$ cat config.mk
export PLATFORM = sky130hd
export DESIGN_NAME = cmd_sched
export DESIGN_NICKNAME = d
export VERILOG_FILES = /design/src/rtl/cmd_sched.sv
export SDC_FILE = /design/constraint.sdc
export NUM_CORES = 1
export LEC_CHECK = 0
export ABC_AREA = 1
export CORE_MARGIN = 1.5
export CORE_UTILIZATION = 57
export CTS_CLUSTER_SIZE = 25
export DETAILED_ROUTE_END_ITERATION = 10
export PLACE_DENSITY = 0.8
export SLEW_MARGIN = 30
export SYNTH_ARGS = -nofsm -noshare
export SYNTH_HDL_FRONTEND = slang
export SYNTH_SLANG_ARGS = --single-unit
export TNS_END_PERCENT = 20
$ cat constraint.sdc
create_clock -name clk -period 3.6 [get_ports clk]
set_input_delay 1.08 -clock clk [delete_from_list [all_inputs] [get_ports clk]]
set_output_delay 1.08 -clock clk [all_outputs]
set_load 0.1 [all_outputs]
$ cat src/rtl/cmd_sched.sv
// -----------------------------------------------------------------------------
// cmd_sched
//
// Purpose:
//   Command scheduler between the command sources and the life engine. Manual
//   commands arrive as single-cycle strobes and are buffered in a small FIFO.
//   An optional periodic auto-advance requester can be merged in. Exactly one
//   command is offered to the engine at a time over a valid/ready handshake.
//   After acceptance, the scheduler waits for eng_done before it offers the
//   next command.
//
// Build option:
//   CMD_SCHED_AUTORUN_EN -- when defined, the auto-run timer, the sticky
//   auto_pending flag and the autorun_toggle logic are built. When it is
//   undefined, autorun_toggle is ignored and autorun_active reads 0. All
//   manual behaviour is the same in both builds.
//
// Parameters:
//   FIFO_DEPTH_LOG2 : manual FIFO holds 2^N entries of {cmd, arg0} (N >= 1)
//   AUTO_PERIOD     : clk ticks between auto-advance requests (>= 2)
//
// Ports:
//   clk, reset       : clock; asynchronous active-high reset
//   req_cmd/arg0     : manual command payload
//   req_valid        : single-cycle strobe; there is no backpressure
//   req_drop         : registered pulse, a manual command was lost (FIFO full)
//   autorun_toggle   : single-cycle strobe that flips auto-run mode
//   autorun_active   : auto-run mode flag
//   eng_cmd/arg0     : payload to the engine; holds the last value when idle
//   eng_valid        : command offered to the engine
//   eng_ready        : engine accepts when eng_valid & eng_ready
//   eng_done         : single-cycle pulse, the accepted command has finished
//   busy             : FIFO non-empty, command in flight, or auto request pending
// -----------------------------------------------------------------------------
module cmd_sched #(
  parameter int FIFO_DEPTH_LOG2 = 2,
  parameter int AUTO_PERIOD     = 25_000_000
) (
  input  logic        clk,
  input  logic        reset,
  input  logic [2:0]  req_cmd,
  input  logic [31:0] req_arg0,
  input  logic        req_valid,
  output logic        req_drop,
  input  logic        autorun_toggle,
  output logic        autorun_active,
  output logic [2:0]  eng_cmd,
  output logic [31:0] eng_arg0,
  output logic        eng_valid,
  input  logic        eng_ready,
  input  logic        eng_done,
  output logic        busy
);

  localparam int PW    = FIFO_DEPTH_LOG2;
  localparam int DEPTH = 1 << FIFO_DEPTH_LOG2;
  localparam logic [PW:0] DEPTH_CNT = (PW + 1)'(DEPTH);

  // Command code issued for auto-advance requests (CMD_ADVANCE).
  localparam logic [2:0] CMD_ADVANCE = 3'd2;

  typedef enum logic [1:0] {
    ST_IDLE      = 2'd0,
    ST_ISSUE     = 2'd1,
    ST_WAIT_DONE = 2'd2
  } state_t;

  state_t state_q, state_d;

  logic [2:0]  cmd_q, cmd_d;
  logic [31:0] arg_q, arg_d;
  logic        drop_q, drop_d;

  // ---------------------------------------------------------------------------
  // Manual FIFO
  // ---------------------------------------------------------------------------
  logic [34:0]   fifo_mem [DEPTH];
  logic [PW-1:0] wr_ptr_q, wr_ptr_d;
  logic [PW-1:0] rd_ptr_q, rd_ptr_d;
  logic [PW:0]   count_q, count_d;
  logic          fifo_empty;
  logic          fifo_full;
  logic          push;
  logic          pop;
  logic          auto_clear;
  logic          auto_pending;
  logic [34:0]   fifo_head;

  assign fifo_empty = (count_q == '0);
  assign fifo_full  = (count_q == DEPTH_CNT);
  assign fifo_head  = fifo_mem[rd_ptr_q];

  // A full FIFO still accepts a write when the head leaves in the same cycle.
  assign push = req_valid && (!fifo_full || pop);

  always_comb begin
    wr_ptr_d = wr_ptr_q;
    rd_ptr_d = rd_ptr_q;
    count_d  = count_q;
    if (push) wr_ptr_d = wr_ptr_q + PW'(1);
    if (pop)  rd_ptr_d = rd_ptr_q + PW'(1);
    case ({push, pop})
      2'b10:   count_d = count_q + (PW + 1)'(1);
      2'b01:   count_d = count_q - (PW + 1)'(1);
      default: count_d = count_q;
    endcase
    drop_d = req_valid && !push;
  end

  // The storage has no reset. A reset flushes the FIFO by clearing the pointers.
  always_ff @(posedge clk) begin
    if (push) fifo_mem[wr_ptr_q] <= {req_cmd, req_arg0};
  end

  // ---------------------------------------------------------------------------
  // Issue FSM
  // ---------------------------------------------------------------------------
  always_comb begin
    state_d    = state_q;
    cmd_d      = cmd_q;
    arg_d      = arg_q;
    pop        = 1'b0;
    auto_clear = 1'b0;
    case (state_q)
      ST_IDLE: begin
        // Manual commands always win over a pending auto request.
        if (!fifo_empty) begin
          pop            = 1'b1;
          {cmd_d, arg_d} = fifo_head;
          state_d        = ST_ISSUE;
        end else if (auto_pending) begin
          cmd_d      = CMD_ADVANCE;
          arg_d      = 32'd1;
          auto_clear = 1'b1;
          state_d    = ST_ISSUE;
        end
      end
      ST_ISSUE: begin
        if (eng_ready) state_d = ST_WAIT_DONE;
      end
      ST_WAIT_DONE: begin
        if (eng_done) state_d = ST_IDLE;
      end
      default: state_d = ST_IDLE;
    endcase
  end

  always_ff @(posedge clk or posedge reset) begin
    if (reset) begin
      state_q  <= ST_IDLE;
      cmd_q    <= '0;
      arg_q    <= '0;
      drop_q   <= 1'b0;
      wr_ptr_q <= '0;
      rd_ptr_q <= '0;
      count_q  <= '0;
    end else begin
      state_q  <= state_d;
      cmd_q    <= cmd_d;
      arg_q    <= arg_d;
      drop_q   <= drop_d;
      wr_ptr_q <= wr_ptr_d;
      rd_ptr_q <= rd_ptr_d;
      count_q  <= count_d;
    end
  end

  // ---------------------------------------------------------------------------
  // Auto-advance requester
  // ---------------------------------------------------------------------------
`ifdef CMD_SCHED_AUTORUN_EN
  localparam logic [31:0] TIMER_LAST = 32'(AUTO_PERIOD - 1);

  logic [31:0] timer_q, timer_d;
  logic        active_q, active_d;
  logic        pending_q, pending_d;

  always_comb begin
    active_d  = active_q ^ autorun_toggle;
    timer_d   = timer_q;
    pending_d = pending_q;
    // If the FSM consumes the flag and a new expiry happens in the same
    // cycle, the flag stays set. So the clear is applied first.
    if (auto_clear) pending_d = 1'b0;
    if (active_q) begin
      if (timer_q == TIMER_LAST) begin
        timer_d   = '0;
        pending_d = 1'b1;
      end else begin
        timer_d = timer_q + 32'd1;
      end
    end
    // Turning auto-run off discards the partial period and any unserved
    // request on the same edge.
    if (autorun_toggle && active_q) begin
      timer_d   = '0;
      pending_d = 1'b0;
    end
  end

  always_ff @(posedge clk or posedge reset) begin
    if (reset) begin
      timer_q   <= '0;
      active_q  <= 1'b0;
      pending_q <= 1'b0;
    end else begin
      timer_q   <= timer_d;
      active_q  <= active_d;
      pending_q <= pending_d;
    end
  end

  assign auto_pending   = pending_q;
  assign autorun_active = active_q;
`else
  logic unused_autorun;
  assign unused_autorun = autorun_toggle | auto_clear | (AUTO_PERIOD < 2);
  assign auto_pending   = 1'b0;
  assign autorun_active = 1'b0;
`endif

  // ---------------------------------------------------------------------------
  // Outputs
  // ---------------------------------------------------------------------------
  assign eng_valid = (state_q == ST_ISSUE);
  assign eng_cmd   = cmd_q;
  assign eng_arg0  = arg_q;
  assign req_drop  = drop_q;
  assign busy      = !fifo_empty || (state_q != ST_IDLE) || auto_pending;

endmodule

# Word level (Yosys, flattened, before mapping)
# Memories as Yosys holds them, arrays and structs flattened. A register that Yosys moved wholly into a read port is not among the register bits.
# Cells that the tools add are included.
totals:
  ff_bits: 10
  mem_bits_rw: 140
  input_bits: 41
  output_inout_bits: 39
  word_cells: 41
  mem_count: 1
classes:
  add_sub_neg: 4
  eq_ne: 8
  muxes: 9
  bitwise_logic: 1
  n_reduce_logical: 13
mem_list:
  columns: ["memory", "words", "word_bits", "rd", "rd_ports_with_merged_regs", "write_ports", "line_no", "text"]
  rows:
  - ["fifo_mem", 4, 35, 1, 1, 1, "77", "logic [34:0] fifo_mem [DEPTH];"]
ops:
  columns: ["cell", "count"]
  rows:
  - ["two-way mux 2 bit", 3]
  - ["one-hot mux 2 bit (3 select lines)", 1]
  - ["one-hot mux 3 bit (2 select lines)", 1]
  - ["adder 2 x 1 -> 2 bit (second input constant)", 2]
  - ["equality test 2 x 1 -> 1 bit (second input constant)", 2]
  - ["equality test 2 bit (second input constant)", 2]
  - ["two-way mux 1 bit", 4]
  - ["!= test 2 bit (second input constant)", 2]
  - ["nonzero test 2 bit", 2]
  - ["adder 3 x 1 -> 3 bit (second input constant)", 1]
  - ["equality test 3 bit (second input constant)", 1]
  - ["zero test 1 bit", 3]
  - ["zero test 3 bit", 1]
  - ["AND reduction 3 bit", 1]
  - ["subtractor 3 x 1 -> 3 bit (second input constant)", 1]
  - ["logical AND 1 bit", 2]
  - ["zero test 2 bit", 1]
  - ["logical OR 1 bit", 2]
  - ["!= test 2 x 1 -> 1 bit (second input constant)", 1]
  - ["AND reduction 2 bit", 1]
  - ["NOT 1 bit", 1]

# Depth between registers and ports, before layout
depth:
  ltp_word: 7
  ltp_mapped: 13
  ltp_nobuf: 12

# Worst setup path after synthesis
# No wires, ideal clock.
synth_timing:
  kind: "input to register"
  from: "input req_valid"
  to: "memory fifo_mem[0][0], enable pin"
  setup_time_ps: 427
  t_arrival_ps: 2709
  required_time_ps: 3173
  setup_slack_ps: 463
  cell_stages: 2
  path_buffers: 0
  cell_sequence: "nand2_1 > nor2_1"
synth_between:
  elab_chain_cells: 3
synth_lines:
  columns: ["element", "line_no", "text"]
  rows:
  - ["start: declaration", "43", "input logic req_valid,"]
  - ["logical AND 1 bit", "94", "assign push = req_valid && (!fifo_full || pop);"]
  - ["two-way mux 1 bit", "112", "if (push) fifo_mem[wr_ptr_q] <= {req_cmd, req_arg0};"]
  - ["two-way mux 1 bit (not written as such)", "112", null]
  - ["end: declaration", "77", null]
# No other way between the ends.

# Worst setup path after layout
layout_timing:
  from: "input req_valid"
  to: "register count_q[2]"
layout_between:
  elab_chain_cells: 3
  elab_cells_between_ends: 5
  cone_classes: "eq/ne (2); mux (1); reduce/logical (2)"
layout_lines:
  columns: ["element", "line_no", "text"]
  rows:
  - ["logical AND 1 bit (*)", "94", null]
  - ["equality test 2 x 1 -> 1 bit or equality test 2 bit (tied branches)", "102", "case ({push, pop})"]
  - ["one-hot mux 3 bit (2 select lines) or nonzero test 2 bit (tied branches)", null, null]
  - ["end signal: assignment", "164", "count_q <= count_d;"]
  - ["end: declaration", "80", "logic [PW:0] count_q, count_d;"]
# Every way passes the cells marked *; elsewhere a longest branch is shown, timed or not.
# A chain may end at the register's enable or synchronous reset.

==> results.json <==
{
  "tns_ns": 0,
  "cp-end-kind": "register",
  "ys_types": 22,
  "post-cts-setup-buffers": 0,
  "postCtsHoldBufs": 0,
  "ctsResizeCount": 0,
  "reg2reg_depth": 10,
  "antenna_left": 0,
  "fill_cells": 959,
  "synth_seq_cells": 185,
  "netlist_top_cells_area": "edfxtp_1, dfrtp_1, nand2_1",
  "status": "finished clean",
  "syn_nets": 813,
  "met1_usage_pct": 31.5,
  "worst-setup-path-type": "in2reg",
  "worstSkewPairLatency_ns": 0.42,
  "use_met3_pct": 4.37,
  "die_height_um": 120,
  "drc_errors": 0,
  "gr-max-usage-layer": "met2",
  "synth_top_cell_by_area": "edfxtp_1",
  "dp_hpwl_um": 9490,
  "num_io_pins": 80,
  "numPortBuffers": 77,
  "clock_path_buffers": 2,
  "yosysTopAreaCellShare_pct": 53.8,
  "clk_pin_slew_worst_paths_ns": 0.06,
  "grt_max_degree": 72,
  "place_congestion": 0.730,
  "antenna_found_initial": 0,
  "synth_area_um2": 7810,
  "worst_slew_pin_slew_ns": 0.769,
  "finalCriticalPeriod_ns": 2.67,
  "core_um2": 13300,
  "drt_pass1_iterations": 5,
  "rows": 42,
  "max_freq_mhz": 374,
  "arrival_ns": 3.01,
  "clock_skew_ns": 0.0120,
  "yosysSeqAreaShare_pct": 68.2,
  "die_w_um": 120,
  "cts_tree": "yes",
  "antenna_cells": 0,
  "final_nets": 890,
  "postRouteWirelength_um": 16100,
  "grt_pass1_wl_um": 26300,
  "vias": 5223,
  "path_max_fanout": 7,
  "drt-vias-per-instance": 5.06,
  "rsz0062_at_grt": "no",
  "final_max_slew_viol_count": 0,
  "synth_cells": 766,
  "gr-usage-met2_pct": 40.3,
  "layout_commonest_cell": "nand2_1",
  "cap_violations": 0,
  "startpoint_type": "input port",
  "relSlewSlack_pct": 48.7,
  "root_buffer": "clkbuf_16",
  "layout_common_cells": "nand2_1, inv_1, edfxtp_1, nand3_1, buf_4",
  "grt_util_all_layers_pct": 24.0,
  "ctsHtreeMaxLevel": 4,
  "setup_viol": 0,
  "avgSynthCellArea_um2": 10.2,
  "start_util_pct": 58.8,
  "hp-class": "reg2reg",
  "cts_sinks": 185,
  "min_path_cells": 2,
  "syn2layout_area_growth_pct": 17.7,
  "grt_pass1_vias": 5337,
  "drt_iter0_markers": 391,
  "fin_crit_sh_pct": 74.3,
  "hold_viol": 0,
  "die_area_um2": 14400,
  "routedWlPerCell_um": 15.6,
  "grt-ovfl-total": 0,
  "layout-drive-gt1-share_pct": 10.2,
  "worst_ep_required_time_ns": 3.94,
  "cts_buffers": 17,
  "ys_warn_count": 0
}
## state kept, by name (all words and copies together), names as in the netlist
name      count
count_q       3
state_q       2
req_drop      1
wr_ptr_q      2
fifo_mem    140
rd_ptr_q      2
eng_cmd       3
eng_arg0     32
## per-layer routing
layer | wire, µm | vias to the layer above | share of wire, %
li1 | - | 2513 | -
met1 | 6730 | 2502 | 42
met2 | 8070 | 186 | 50
met3 | 1050 | 22 | 6.5
met4 | 231 | 0 | 1.4
met5 | 0 | - | 0
## kinds of logic (layout without fill, tap and decap cells)
family          after synthesis  count (layout)  synth area share [%]
flops                       185             185                  68.2
buf+inv                     191             281                  10.5
xor+xnor                      4               4                 0.449
fa+ha+maj                     6               6                  1.06
compound gates                4               4                 0.288
other cells                   1               1                0.0480
simple gates                375             375                  19.4
## cell type report
cell class / instances / area, µm² / area share [%]
multi-input cells: 390 / 1690 / 18.4
well taps: 176 / 220 / 2.40
flip-flops and latches: 185 / 5330 / 58.0
clock buffers: 28 / 507 / 5.51
repair buffers: 88 / 796 / 8.66
clock inverters: 4 / 45.0 / 0.490
inverters: 161 / 607 / 6.60
## through the flow
step / instances / hold WS (ns) / utilization, % / setup WS [ns] / area, µm²
2_1_floorplan: 766 / 0.451 / - / 0.463 / 7810
3_3_place_gp: 1000 / 0.465 / 65.0 / 0.564 / 8640
3_5_place_dp: 1000 / 0.466 / 65.0 / 0.512 / 8640
4_1_cts: 1032 / 0.483 / 69.2 / 0.953 / 9190
5_1_grt: 1032 / 0.504 / 69.2 / 0.794 / 9190
6_report: 1032 / 0.482 / 69.2 / 0.927 / 9190
## cells in the mapped netlist, drive strengths merged
cell    instances
clkbuf          2
fa              1
nand3          75
edfxtp        140
conb            1
clkinv          1
buf            28
xor2            2
o31ai           1
nand2         294
dfrtp          45
inv           160
o21ai           3
ha              5
xnor2           2
nor2            6
## path summary, 6_finish.rpt
kind / startpoint / endpoint / slack [ns]
min in group asynchronous: reset / eng_cmd[0]$_DFFE_PP0P_ / 1.01
setup / recovery: req_valid / count_q[2]$_DFFE_PP0P_ / 0.93
setup reg to reg: count_q[0]$_DFFE_PP0P_ / count_q[2]$_DFFE_PP0P_ / 1.29
hold / removal: eng_arg0[30]$_DFFE_PP0P_ / eng_arg0[30]$_DFFE_PP0P_ / 0.48
max in group asynchronous: reset / rd_ptr_q[0]$_DFFE_PP0P_ / 1.79
hold reg to reg: eng_arg0[30]$_DFFE_PP0P_ / eng_arg0[30]$_DFFE_PP0P_ / 0.48
## worst max-delay path, stage by stage
cell and delay [ns]:
clkdlybuf4s50_1 0.48, nand2_1 0.39, ha_1 0.25, inv_1 0.07
fa_1 0.38, inv_1 0.08, nand2_1 0.05, nand3_1 0.07
xor2_1 0.15
Power is left out: the tool's default activity adds up to more than one toggle a clock period on the data nets, which glitch-free logic cannot reach.
